### src/rtl/lsu_mem_ctrl.sv
// Load/store controller in front of a 64x16 registered-read data memory.
// Accepts one request at a time, forms base + sign-extended offset,
// range-checks it, strobes the memory and returns a registered response.
module lsu_mem_ctrl #(
   parameter int DATA_W   = 16,
   parameter int ADDR_W   = 6,
   parameter int ERRCNT_W = 8
) (
   input  logic                clk,
   input  logic                rst,
   input  logic                req_valid,
   output logic                req_ready,
   input  logic                req_we,
   input  logic [DATA_W-1:0]   req_base,
   input  logic [ADDR_W-1:0]   req_offset,
   input  logic [DATA_W-1:0]   req_wdata,
   output logic                rsp_valid,
   input  logic                rsp_ready,
   output logic [DATA_W-1:0]   rsp_rdata,
   output logic                rsp_err,
   output logic                mem_wr_en,
   output logic                mem_rd_en,
   output logic [ADDR_W-1:0]   mem_address,
   output logic [DATA_W-1:0]   mem_data_in,
   input  logic [DATA_W-1:0]   mem_data_out,
   output logic [ERRCNT_W-1:0] err_count
);

   typedef enum logic [1:0] {IDLE, ISSUE, WAIT, RESP} state_t;

   state_t                state, state_nxt;
   logic                  is_load, is_load_nxt;
   logic                  req_ready_nxt, rsp_valid_nxt, rsp_err_nxt;
   logic                  wr_en_nxt, rd_en_nxt;
   logic [DATA_W-1:0]     rsp_rdata_nxt, data_in_nxt;
   logic [ADDR_W-1:0]     address_nxt;
   logic [ERRCNT_W-1:0]   err_count_nxt;

   logic signed [DATA_W-1:0] offset_ext;
   logic [DATA_W-1:0]        ea;
   logic                     ea_oor;

   // Counter that sticks at all-ones instead of wrapping.
   function automatic logic [ERRCNT_W-1:0] sat_inc(input logic [ERRCNT_W-1:0] c);
      return (&c) ? c : c + ERRCNT_W'(1);
   endfunction

   // The offset is a signed immediate; the sum wraps modulo 2^DATA_W.
   assign offset_ext = signed'({{(DATA_W-ADDR_W){req_offset[ADDR_W-1]}}, req_offset});
   assign ea         = req_base + offset_ext;
   assign ea_oor     = |ea[DATA_W-1:ADDR_W];

   // Register state and every output; reset aborts any transaction in flight.
   always_ff @(posedge clk or posedge rst) begin
      if (rst) begin
         state       <= IDLE;
         is_load     <= 1'b0;
         req_ready   <= 1'b1;
         rsp_valid   <= 1'b0;
         rsp_rdata   <= '0;
         rsp_err     <= 1'b0;
         mem_wr_en   <= 1'b0;
         mem_rd_en   <= 1'b0;
         mem_address <= '0;
         mem_data_in <= '0;
         err_count   <= '0;
      end else begin
         state       <= state_nxt;
         is_load     <= is_load_nxt;
         req_ready   <= req_ready_nxt;
         rsp_valid   <= rsp_valid_nxt;
         rsp_rdata   <= rsp_rdata_nxt;
         rsp_err     <= rsp_err_nxt;
         mem_wr_en   <= wr_en_nxt;
         mem_rd_en   <= rd_en_nxt;
         mem_address <= address_nxt;
         mem_data_in <= data_in_nxt;
         err_count   <= err_count_nxt;
      end
   end

   // Next-state and next-output logic; everything holds unless a state acts on it.
   always_comb begin
      state_nxt     = state;
      is_load_nxt   = is_load;
      rsp_valid_nxt = rsp_valid;
      rsp_rdata_nxt = rsp_rdata;
      rsp_err_nxt   = rsp_err;
      wr_en_nxt     = mem_wr_en;
      rd_en_nxt     = mem_rd_en;
      address_nxt   = mem_address;
      data_in_nxt   = mem_data_in;
      err_count_nxt = err_count;

      case (state)
         IDLE: begin
            if (req_valid) begin
               if (ea_oor) begin
                  state_nxt     = RESP;
                  rsp_valid_nxt = 1'b1;
                  rsp_err_nxt   = 1'b1;
                  rsp_rdata_nxt = '0;
                  err_count_nxt = sat_inc(err_count);
               end else begin
                  state_nxt   = ISSUE;
                  is_load_nxt = ~req_we;
                  wr_en_nxt   = req_we;
                  rd_en_nxt   = ~req_we;
                  address_nxt = ea[ADDR_W-1:0];
                  if (req_we) data_in_nxt = req_wdata;
               end
            end
         end
         ISSUE: begin
            // Memory has sampled the strobes; drop them so each is one cycle.
            wr_en_nxt = 1'b0;
            rd_en_nxt = 1'b0;
            if (is_load) begin
               state_nxt = WAIT;
            end else begin
               state_nxt     = RESP;
               rsp_valid_nxt = 1'b1;
               rsp_rdata_nxt = '0;
               rsp_err_nxt   = 1'b0;
            end
         end
         WAIT: begin
            state_nxt     = RESP;
            rsp_valid_nxt = 1'b1;
            rsp_rdata_nxt = mem_data_out;
            rsp_err_nxt   = 1'b0;
         end
         RESP: begin
            if (rsp_ready) begin
               state_nxt     = IDLE;
               rsp_valid_nxt = 1'b0;
            end
         end
         default: state_nxt = IDLE;
      endcase

      req_ready_nxt = (state_nxt == IDLE);
   end

endmodule

### config.mk
export PLATFORM = sky130hd
export DESIGN_NAME = lsu_mem_ctrl
export DESIGN_NICKNAME = d
export VERILOG_FILES = /design/src/rtl/lsu_mem_ctrl.sv
export SDC_FILE = /design/constraint.sdc
export NUM_CORES = 1
export LEC_CHECK = 0
export BUFFER_PORTS_ARGS = -buffer_cell sky130_fd_sc_hd__buf_2
export CAP_MARGIN = 25
export CORE_ASPECT_RATIO = 0.6
export CORE_UTILIZATION = 25
export DETAILED_ROUTE_END_ITERATION = 16
export GPL_TIMING_DRIVEN = 0
export HOLD_SLACK_MARGIN = 0.12
export MAX_ROUTING_LAYER = met4
export PLACE_DENSITY = 0.44
export SLEW_MARGIN = 20
export SYNTH_ARGS = -nofsm -noshare
export SYNTH_HDL_FRONTEND = slang
export SYNTH_SLANG_ARGS = --single-unit
### constraint.sdc
create_clock -name clk -period 3.2 [get_ports clk]
set_clock_uncertainty 0.2 [all_clocks]
set_input_delay 0.64 -clock clk [delete_from_list [all_inputs] [get_ports clk]]
set_output_delay 0.64 -clock clk [all_outputs]
set_load 0.01 [all_outputs]
==> Word level (Yosys, flattened, before mapping) <==
Cells that the tools add are included.
{ "word_totals": {"ff_bits": 54, "inputBits": 59, "out_inout_bits": 51} }
{ "classes": {"n_addsub": 2, "eq_ne": 8, "n_mux": 22, "bitwise_logic": 3, "n_reduce_logical": 12} }
{ "ops": {"columns": ["cell", "count"], "rows": [
  ["$mux 16", 3],
  ["$pmux 16 s3", 1],
  ["$add 16x16->16", 1],
  ["$reduce_and 4->1", 4],
  ["$mux 1", 10],
  ["$ne 2x2->1 const B", 5],
  ["$reduce_or 10->1", 1],
  ["$add 8x1->8 const B", 1],
  ["$pmux 2 s4", 1],
  ["$reduce_and 8->1", 1],
  ["$mux 2", 3],
  ["$reduce_and 3->1", 2],
  ["$eq 2x2->1 const B", 2],
  ["$logic_not 2->1", 2],
  ["$pmux 1 s2", 2],
  ["$pmux 1 s4", 1],
  ["$not 1->1", 3],
  ["$pmux 1 s3", 1],
  ["$reduce_bool 3->1", 1],
  ["$eq 2x1->1 const B", 1],
  ["$reduce_bool 2->1", 1]
]} }

==> Longest topological paths before layout <==
{ "logic_depth": {"ltp_word": 6, "ltp_mapped": 14} }

==> Worst setup path before layout <==
Ideal clock, no wire load.
{ "synth_timing": {"path_kind": "input to register", "from": "in req_base[0]", "to": "reg mem_data_in[10]", "t_arrival_ns": 3.443, "required_ns": 2.875, "slack_ns": -0.569, "stages": 14, "path_cell_list": "ha_1 inv_1 fa_1 nor2b_4 o2111a_2 a31oi_2 mux2i_1 nor4b_4 nand4b_4 nor3_4 and2_4 buf_8 buf_12 mux2_4"} }
{ "synth_via": {"elab_chain_cells": 4} }
{ "synth_rtl": {"columns": ["element", "line_no", "source"], "rows": [
  ["start, declared", "14", "input logic [DATA_W-1:0] req_base,"],
  ["$add 16x16->16", "50", "assign ea = req_base + offset_ext;"],
  ["$reduce_or 10->1", "51", "assign ea_oor = |ea[DATA_W-1:ADDR_W];"],
  ["$not 1->1 (no source line)", null, null],
  ["$reduce_and 4->1 (no source line)", null, null],
  ["end signal, assigned", "77", "mem_data_in <= data_in_nxt;"],
  ["end, declared", "24", "output logic [DATA_W-1:0] mem_data_in,"]
]} }
No other way between the ends.
A chain may end at the register's enable or synchronous reset.

==> Final worst setup path <==
{ "layout_timing": {"from": "in req_offset[0]", "to": "reg mem_data_in[6]"} }
{ "layout_via": {"elab_chain_cells": 4} }
{ "layout_rtl": {"columns": ["element", "line_no", "source"], "rows": [
  ["start, declared", "15", "input logic [ADDR_W-1:0] req_offset,"],
  ["$add 16x16->16", "50", null],
  ["$reduce_or 10->1", "51", null],
  ["$not 1->1 (no source line)", null, null],
  ["$reduce_and 4->1 (no source line)", null, null]
]} }
No other way between the ends.

==> metrics.yaml <==
sta:
  tightestPinTransition_ns: 0.799
  hold_violations: 0
  period_share: 1.08
  fin_ws_ns: -0.245
  finalSetupViolations: 46
  rsz0062_at_grt: "true"
  min_period_ns: 3.45
  slew_viol_final: 0
  slew_headroom: 0.465
  fmax_mhz: 290
logic_synthesis:
  synth_top_cell_area_share: 0.388
  synth-simple-area-share: 0.163
  synth_cell_types: 55
  syn_area_um2: 3420
  yosysTopAreaCell: "dfrtp_1"
  ys_seq_elements: 54
  synth.top_cells.by_area: "dfrtp_1, ha_1, mux2i_1"
  yosys.area_share.adder: 0.0791
  yosysSeqAreaShare: 0.396
  syn_avg_cell_area_um2: 10.1
  synth_warnings: 0
  syn-num-nets: 418
  synth.most_common_cell: "dfrtp_1"
  synth_top_family_by_area: "simple AND/OR/NAND/NOR gates"
  ys_top_cells_by_count: "dfrtp_1, nand2_1, inv_1"
  synth_edf_count: 0
  async_flop_share: 1.00
  syn_inst: 338
  synth_ff_type: "dfrtp_1"
  synthMuxAreaShare: 0.140
  synth_compound_area_frac: 0.130
  synth_xor_area_frac: 0.0333
grt:
  grt_antenna_before_repair: 0
  grt_pass1_vias: 2796
  grtUsageTotal: 0.140
  grt_first_pass_wirelength_mm: 15.1
  grt-ovfl-total: 0
  grt_max_degree: 55
worst_setup_path:
  cp_common_cell: "buf_6"
  worst_path_max_delay_cell: "fa_2"
  endpoint: "mem_data_in[6]"
  startpoint: "req_offset[0]"
  critPathCaptureType: "flip-flop"
  ff2ff_setup_slack_ns: 0.86
  cp_cell_sequence: "buf_6, ha_4, inv_2, fa_2, nor2b_4, o2111a_2, buf_6, a31oi_4, mux2i_4, nor4b_4, nand4b_4, nor3_4, and2_4, buf_12, buf_8, mux2_4"
  critPathMaxFanout: 4
  critPathBufInv: 5
  r2r_cells: 8
  reg2reg_from: "state[1]"
  slowest_delay_ns: 0.35
  criticalPathCategory: "in -> reg"
  critPathLaunchType: "input pin"
  critical-path-top-delay-family: "simple AND/OR/NAND/NOR gates"
  worst-path-stages: 16
  crit_arrival_ns: 3.43
  crit_required_ns: 3.18
  reg2reg_to: "rsp_rdata[7]"
final_layout:
  drive_above_1_share: 0.478
  syn2layout_area_growth_pct: 47.8
  nets: 567
  diodes: 0
  final_util: 0.386
route:
  viasPerCell: 4.56
  num_vias: 2997
  wl_per_cell_um: 14.9
  drc: 0
  drt_iter0_drc: 95
  routed_wl_mm: 9.80
  dr.pass1.iters: 4
  antenna_left: 0
pwr:
  leakage_uw: 0.00246
  seq_power_share: 0.299
  intPower_uw: 1880
  comb_power_share: 0.483
  power_uw: 2960
  switchingPower_uw: 1080
  power.density_nw_per_um2: 586
  clkPwrFrac: 0.218
  ir_worst_vdd_mv: 0.269
  switching_share: 0.364
die:
  io-pin-count: 110
  core_um2: 13100
  die_area_um2: 14100
  dieWidth_um: 153
  rows: 32
  start_util: 0.261
  dieHeight_um: 92.5
placement:
  portBuffers: 109
  gp_congestion: 0.760
  dp_slack_ns: -1.21
  dp_hpwl_mm: 6.97
hold_path:
  hold_path_class: "in -> async"
cts:
  cts_buffers: 5
  clk_path_buf_depth: 2
  cts_tree: "done"
  clk_latency_ns: 0.30
  path_clk_slew_ns: 0.08
  root_buffer: "clkbuf_16"
  htree_levels: 2
  cts_sinks: 54
outcome:
  status: "finished, violations left"
  violations: "setup timing"
job:
  cap_violations: 0
cells by family (layout without fill, tap and decap cells):
kind of cell / after synthesis / after routing
buffers and inverters: 44 / 192
adders and majority gates: 21 / 21
DFF: 54 / 54
xor gates and xnor gates: 13 / 13
and+or+nand+nor: 101 / 102
muxes: 42 / 42
AOI/OAI and AO/OA: 63 / 63
worst register-to-register path, delay by kind of cell (launching register included):
family	cells	cell delay, ns
simple gates	1	0.31
flops	1	0.42
compound gates	2	0.43
fa+ha+maj	1	0.32
buf+inv	3	0.40
mux	1	0.19
power by group through the flow:
stage	sequential (uW)	clock [uW]	combinational (uW)
floorplan	930	0	725
CTS	886	660	1340
global placement	897	0	1070
global route	904	685	1560
finish	886	644	1430
detailed placement	896	0	1090
how the worst min path moves through the flow:
stage,start,end,slack (ns),depth (start not counted)
floorplan,is_load,is_load,0.32,2
global placement,err_count[6],err_count[6],0.28,1
detailed placement,mem_data_in[10],mem_data_in[10],0.29,1
CTS,rst,mem_data_in[9],0.29,2
global route,rst,rsp_rdata[8],0.32,2
finish,rst,mem_data_in[9],0.26,2
layout make-up:
type                            count  area, um2
Fill cell                        1337       8040
Multi-Input combinational cell    241       2210
Sequential cell                    54       1350
Timing Repair Buffer              143        902
Tap cell                          170        213
Clock buffer                        6        139
Inverter                           33        126
Buffer                              9       76.3
Clock inverter                      1       30.0
flip-flops by register name, summed over array words and instances, names as in the netlist:
| name | cells |
|---|---|
| err_count | 8 |
| state | 2 |
| mem_wr_en | 1 |
| mem_rd_en | 1 |
| req_ready | 1 |
| rsp_rdata | 16 |
| rsp_err | 1 |
| mem_address | 6 |
| mem_data_in | 16 |
| rsp_valid | 1 |
| is_load | 1 |
cell usage in the layout, fill, tap and decap left out, types with 2 or more instances in the layout:
| cell | synthesis | routed |
|---|---|---|
| a21oi_4 | 1 | 6 |
| a21o_1 | 4 | 4 |
| buf_6 | 0 | 8 |
| nor2b_1 | 4 | 3 |
| nor4_4 | 0 | 3 |
| o21ai_2 | 0 | 2 |
| a211oi_2 | 0 | 3 |
| o31a_1 | 3 | 3 |
| a21oi_2 | 2 | 4 |
| buf_2 | 5 | 109 |
| nand2_1 | 37 | 36 |
| o211ai_1 | 5 | 5 |
| dfrtp_1 | 53 | 53 |
| o21ai_0 | 10 | 9 |
| nand3_1 | 11 | 9 |
| clkbuf_16 | 0 | 5 |
| mux2i_1 | 21 | 20 |
| o21a_1 | 5 | 5 |
| o221ai_1 | 3 | 3 |
| a21oi_1 | 15 | 8 |
| nand3_2 | 0 | 2 |
| buf_8 | 1 | 4 |
| xor2_1 | 8 | 8 |
| nand4_1 | 3 | 3 |
| nor2_4 | 0 | 2 |
| nand2b_1 | 4 | 4 |
| ha_1 | 20 | 13 |
| mux2_2 | 13 | 9 |
| nand3b_1 | 2 | 2 |
| inv_1 | 33 | 31 |
| nor3_1 | 8 | 7 |
| xnor2_1 | 5 | 5 |
| clkbuf_1 | 3 | 2 |
| nor4b_4 | 1 | 2 |
| mux2_4 | 8 | 12 |
| nor2_1 | 14 | 12 |
| ha_4 | 0 | 6 |
| buf_12 | 1 | 3 |
| buf_4 | 1 | 25 |
per-layer routing:
layer | GRT usage | share of wire | up-vias
li1 | - | - | 1488
met1 | 0.222 | 0.56 | 1431
met2 | 0.178 | 0.40 | 73
met3 | 0.0299 | 0.039 | 5
met4 | 0.0202 | 0.0041 | 0
met5 | - | 0 | -
per-stage QoR:
stage	cells	hold slack, ns	cell area, um2	TNS [ns]
after floorplan	338	0.318	3460	-10.24
after global routing	657	0.315	5050	-12.22
final	657	0.257	5050	-7.29
after global placement	617	0.276	4220	-48.31
after CTS	645	0.290	4820	-7.21
after detailed placement	617	0.288	4220	-48.74
repair_timing:
item                                   CTS  global route
pin swaps                               20            17
setup endpoints to repair               53            53
hold buffers                             0             0
endpoints found under the hold margin    0             0
resized for setup                       51            24
cloned                                   1             1
buffers inserted                        22            12
(Power assumes the default switching activity.)
